--- config.mk ---
export PLATFORM = sky130hd
export DESIGN_NAME = ce_window_gen_flat
export DESIGN_NICKNAME = d
export VERILOG_FILES = /design/src/rtl/ce_window_gen_if.sv /design/src/rtl/ce_window_gen.sv /design/src/flat_wrapper.sv
export SDC_FILE = /design/constraint.sdc
export NUM_CORES = 1
export LEC_CHECK = 0
export ABC_AREA = 1
export ABC_CLOCK_PERIOD_IN_PS = 14150
export CAP_MARGIN = 30
export CORE_UTILIZATION = 58
export DETAILED_ROUTE_END_ITERATION = 6
export PLACE_DENSITY_LB_ADDON = 0.25
export RECOVER_POWER = 25
export SLEW_MARGIN = 10
export SYNTH_ARGS = -nofsm -noshare
export SYNTH_HDL_FRONTEND = slang
export SYNTH_SLANG_ARGS = --single-unit
--- constraint.sdc ---
create_clock -name clk -period 14.15 [get_ports clk]
set_clock_uncertainty 0.05 [all_clocks]
set_input_delay 2.83 -clock clk [delete_from_list [all_inputs] [get_ports clk]]
set_output_delay 2.83 -clock clk [all_outputs]
set_load 0.02 [all_outputs]
--- src/rtl/ce_window_gen_if.sv ---
// Pixel-stream in / window-stream out bundle for ce_window_gen.
// Handshake: pix_valid qualifies pix_in/pix_sof in the same cycle, and there is no ready (no backpressure);
// en_out qualifies data2conv for exactly one cycle per window, and CE_net must accept it in that cycle.
interface ce_window_gen_if #(
  parameter int CL_IN  = 5,
  parameter int KERNEL = 3,
  parameter int N      = 4
);
  logic [CL_IN*N-1:0]               pix_in;
  logic                             pix_valid;
  logic                             pix_sof;
  logic [CL_IN*KERNEL*KERNEL*N-1:0] data2conv;
  logic                             en_out;
  logic                             frame_done;

  modport master (
    output pix_in, pix_valid, pix_sof,
    input  data2conv, en_out, frame_done
  );

  modport slave (
    input  pix_in, pix_valid, pix_sof,
    output data2conv, en_out, frame_done
  );
endinterface

--- src/rtl/ce_window_gen.sv ---
// Raster pixel stream to KERNELxKERNEL "valid" convolution windows for CE_net.
// Line buffers hold KERNEL-1 previous rows, and a column shift register forms the window.
module ce_window_gen #(
  parameter int CL_IN  = 5,
  parameter int KERNEL = 3,
  parameter int N      = 4,
  parameter int IMG_W  = 8,
  parameter int IMG_H  = 8
) (
  input logic           clk,
  input logic           rst,
  ce_window_gen_if.slave bus
);
  localparam int PW = CL_IN * N;
  localparam int WW = CL_IN * KERNEL * KERNEL * N;
  localparam int CW = (IMG_W > 1) ? $clog2(IMG_W) : 1;
  localparam int RW = (IMG_H > 1) ? $clog2(IMG_H) : 1;

  logic [CW-1:0] col;
  logic [CW-1:0] eff_col;
  logic [RW-1:0] row;
  logic [RW-1:0] eff_row;
  logic          accept;
  logic          win_valid;
  logic          last_pix;

  logic [PW-1:0] new_col  [KERNEL];
  logic [PW-1:0] win      [KERNEL][KERNEL];
  logic [PW-1:0] win_next [KERNEL][KERNEL];
  logic [WW-1:0] packed_next;

  logic [WW-1:0] data_q;
  logic          en_q;
  logic          done_q;

  // A start-of-frame pixel is always (0,0), whatever the counters say.
  always_comb begin
    accept    = bus.pix_valid;
    eff_col   = bus.pix_sof ? '0 : col;
    eff_row   = bus.pix_sof ? '0 : row;
    win_valid = (int'(eff_row) >= KERNEL - 1) && (int'(eff_col) >= KERNEL - 1);
    last_pix  = (int'(eff_col) == IMG_W - 1) && (int'(eff_row) == IMG_H - 1);
  end

  generate
    if (KERNEL > 1) begin : g_lb
      logic [PW-1:0] lb [KERNEL-1][IMG_W];

      // lb[0] holds the previous row and lb[KERNEL-2] the oldest row. The contents are never reset.
      always_ff @(posedge clk) begin
        if (accept) begin
          lb[0][eff_col] <= bus.pix_in;
          for (int j = 1; j < KERNEL - 1; j++) begin
            lb[j][eff_col] <= lb[j-1][eff_col];
          end
        end
      end

      always_comb begin
        for (int r = 0; r < KERNEL - 1; r++) begin
          new_col[r] = lb[KERNEL-2-r][eff_col];
        end
        new_col[KERNEL-1] = bus.pix_in;
      end
    end else begin : g_nolb
      assign new_col[0] = bus.pix_in;
    end
  endgenerate

  // Shift the window left by one column. The new column enters at k = KERNEL-1, the rightmost column.
  always_comb begin
    for (int r = 0; r < KERNEL; r++) begin
      for (int k = 0; k < KERNEL - 1; k++) begin
        win_next[r][k] = win[r][k+1];
      end
      win_next[r][KERNEL-1] = new_col[r];
    end
  end

  always_comb begin
    packed_next = '0;
    for (int c = 0; c < CL_IN; c++) begin
      for (int r = 0; r < KERNEL; r++) begin
        for (int k = 0; k < KERNEL; k++) begin
          packed_next[((c*KERNEL + r)*KERNEL + k)*N +: N] = win_next[r][k][c*N +: N];
        end
      end
    end
  end

  always_ff @(posedge clk or posedge rst) begin
    if (rst) begin
      col    <= '0;
      row    <= '0;
      data_q <= '0;
      en_q   <= 1'b0;
      done_q <= 1'b0;
      for (int r = 0; r < KERNEL; r++) begin
        for (int k = 0; k < KERNEL; k++) begin
          win[r][k] <= '0;
        end
      end
    end else begin
      en_q   <= accept && win_valid;
      done_q <= accept && last_pix;
      if (accept) begin
        if (int'(eff_col) == IMG_W - 1) begin
          col <= '0;
          row <= (int'(eff_row) == IMG_H - 1) ? '0 : eff_row + 1'b1;
        end else begin
          col <= eff_col + 1'b1;
          row <= eff_row;
        end
        win <= win_next;
        // Windows that straddle a row wrap are never loaded, so data2conv keeps the last real window.
        if (win_valid) begin
          data_q <= packed_next;
        end
      end
    end
  end

  assign bus.data2conv  = data_q;
  assign bus.en_out     = en_q;
  assign bus.frame_done = done_q;
endmodule

--- src/flat_wrapper.sv ---
// flat-port wrapper written by rule: the top's interface ports become plain ports
module ce_window_gen_flat 
#(
  parameter int CL_IN  = 5,
  parameter int KERNEL = 3,
  parameter int N      = 4,
  parameter int IMG_W  = 8,
  parameter int IMG_H  = 8
)
  (clk, rst, bus_pix_in, bus_pix_valid, bus_pix_sof, bus_data2conv, bus_en_out, bus_frame_done);
  ce_window_gen_if #(.CL_IN(CL_IN), .KERNEL(KERNEL), .N(N)) bus_i ();
  input logic clk;
  input logic rst;
  input wire logic [$bits(bus_i.pix_in)-1:0] bus_pix_in;
  input wire logic [$bits(bus_i.pix_valid)-1:0] bus_pix_valid;
  input wire logic [$bits(bus_i.pix_sof)-1:0] bus_pix_sof;
  output wire logic [$bits(bus_i.data2conv)-1:0] bus_data2conv;
  output wire logic [$bits(bus_i.en_out)-1:0] bus_en_out;
  output wire logic [$bits(bus_i.frame_done)-1:0] bus_frame_done;
  assign bus_i.pix_in = bus_pix_in;
  assign bus_i.pix_valid = bus_pix_valid;
  assign bus_i.pix_sof = bus_pix_sof;
  assign bus_data2conv = bus_i.data2conv;
  assign bus_en_out = bus_i.en_out;
  assign bus_frame_done = bus_i.frame_done;
  ce_window_gen #(.CL_IN(CL_IN), .KERNEL(KERNEL), .N(N), .IMG_W(IMG_W), .IMG_H(IMG_H)) u_core (.clk(clk), .rst(rst), .bus(bus_i));
endmodule
==> impl_results.md <==
* Core area at 0.0431 mm^2
* Initial antenna violation count at 0
* HP Class: register to register
* Post-Syn Area per Cell at 9.87 um^2
* Final setup violation count at 0
* Number of cells on the worst hold path at 2
* Filler instances at 3064
* Seq/Total Area, Yosys at 68.3%
* Syn-to-layout area delta at 17.2%
* CTS Sinks at 628
* Final period util at 65.3%
* Synth unique cells at 21
* Skew-Pair Late Insertion Delay at 0.62 ns
* Final ANT Viol Nets at 0
* Initial Util at 58.9%
* M3 GR Usage at 4.52%
* Largest net degree at the start of global routing at 172
* Failing checks: capacitance limit, slew limit
* Relative slew slack at -241%
* Slew Viols, Final at 130
* Nets at 2746
* Crit. End Element: register
* Placer congestion estimate at 0.812
* Worst-path clk slew at 0.06 ns
* Clock buffer count from CTS at 60
* Maximum VDD drop at 0.109 mV
* Pre-antenna DRT Iters at 6
* Final hold violation count at 0
* Worst-path fanout max at 129
* CTS tree: done
* Worst-case reg-to-reg path depth at 12
* H-Tree Depth at 2
* DR vias/cell at 5.36
* Die Width at 211 um
* Global-route wire length before repair at 94700 um
* Setup TNS Final at 0 ns
* CP required at 14.37 ns
* Cts repair resizes at 0
* Total number of yosys warnings at 0
* GRT overflow at 0
* # rows at 76
* Worst-Margin Slew at 5.11 ns
* Root Driver: clkbuf_16
* Static Leakage at 0.0138 uW
* Outcome: finished with violations
* Critical path arrival at 9.46 ns
* Buffers added on ports at 205
* Initial DRC Count at 1670
* Max Cap Viol at 1
* Vias in the first global route at 17871
* Post-route DRC at 0
* Ant diodes at 0
* Mapped Nets at 2597
* Cell Pwr Density at 137 mW/mm^2
* Die area at 0.0446 mm^2
* HPWL after DPL at 34600 um
* CP startpoint kind: primary input
* Cts hold-fix bufs at 0
* Post-CTS setup-driven buffer insertion count at 0
* Clock buffer depth at 3
* GRT Total Usage at 27.5%
* Crit path time final at 9.24 ns
* Post-Syn Instances at 2569
* I/O pin count at 206
* Yosys reg bits at 628
* Die Ht at 211 um
* Busiest grt layer: met2
* Total power at 4060 uW
* Commonest non-fill, non-tap cells in the layout: nand2_1, edfxtp_1, dfrtp_1, inv_1, nand3_1
* Commonest non-fill, non-tap cell in the layout: nand2_1
* RSZ-0062 raised after global routing: false
* M2 GR Usage at 46.9%
* WS Path Type: primary input to register
* WL final at 60500 um
* Max Clk Rate at 0.108 GHz
* Post-Synthesis Cell Area at 0.0254 mm^2
* Drt wl/cell at 18.0 um
* Met1 usage at 34.7%
* Share of cells above drive strength 1 at 4.73%
* Via count at 17970
stage by stage:
stage                     setup slack, ns  cells  instance area (um^2)  utilization, %  hold WS (ns)
final                                4.91   3353                 29700            69.0         0.426
after global routing                 4.34   3353                 29700            69.0         0.443
after CTS                            7.03   3348                 29600            68.7         0.431
after detailed placement             6.36   3236                 27700            64.3         0.414
after global placement               6.50   3236                 27700            64.3         0.411
after floorplan                      2.75   2569                 25400               -         0.400
cell type report:
| type | count | area, um^2 | share of cell area (%) |
|---|---|---|---|
| Sequential cell | 628 | 17300 | 58.3 |
| Clock buffer | 83 | 1660 | 5.59 |
| Clock inverter | 29 | 269 | 0.905 |
| Inverter | 254 | 960 | 3.23 |
| Multi-Input combinational cell | 1543 | 6440 | 21.7 |
| Tap cell | 585 | 732 | 2.46 |
| Timing Repair Buffer | 231 | 2340 | 7.87 |
state kept, by name, indices dropped and copies added (netlist names):
name,cells
u_core.bus.en_out,1
u_core.bus.data2conv,180
u_core.g_lb.lb,320
u_core.bus.frame_done,1
u_core.packed_next,120
u_core.row,3
u_core.col,3
logic make-up after synthesis:
| group | count (synthesis) | synth area share [%] |
|---|---|---|
| compound gates | 167 | 3.35 |
| fa+ha+maj | 4 | 0.197 |
| buf+inv | 398 | 6.56 |
| flops | 628 | 68.3 |
| simple gates | 1372 | 21.6 |
metal layers:
layer,wire length (um),vias to the layer above
li1,-,8445
met4,2580,0
met1,23900,8729
met2,30200,654
met5,0,-
met3,3790,142
final timing paths:
kind                                                      startpoint                               endpoint  slack, ns
max in group asynchronous                                        rst   u_core.bus.data2conv[69]$_DFFE_PP0P_       9.48
worst max-delay path                                   bus_pix_valid         u_core.g_lb.lb[0][8]$_DFFE_PP_       4.91
worst max register to register             u_core.col[2]$_DFFE_PP0P_  u_core.bus.data2conv[144]$_DFFE_PP0P_       9.81
worst min register to register  u_core.bus.data2conv[82]$_DFFE_PP0P_   u_core.bus.data2conv[82]$_DFFE_PP0P_       0.43
worst min-delay path            u_core.bus.data2conv[82]$_DFFE_PP0P_   u_core.bus.data2conv[82]$_DFFE_PP0P_       0.43
min in group asynchronous                                        rst  u_core.bus.data2conv[138]$_DFFE_PP0P_       2.69
cells in the mapped netlist:
master    number  area, um^2
buf_6          4        45.0
buf_2         73         365
nand3_1      241        1210
buf_1         16        60.1
inv_2          5        18.8
nand3_4        1        17.5
edfxtp_1     320        9610
or2_2          1        6.26
o21ai_0      138         691
o21ai_1       25         125
nor2_1        12        45.0
clkbuf_1      38         143
ha_1           4        50.1
dfrtp_1      308        7710
o221ai_1       2        17.5
nand2_2        1        6.26
buf_4         13        97.6
o211ai_1       2        15.0
inv_1        249         935
nor2_4         1        11.3
nand2_1     1115        4190
worst max-delay path, stage by stage:
cell,delay (ns)
clkbuf_1,3.52
nand3_1,1.49
nor2_4,1.10
buf_4,0.48
power by group:
group          switching, uW  internal (uW)
clock network            670            907
registers               49.5           2050
logic                    287           96.8
Note: power is estimated with default switching activity, not from simulation.
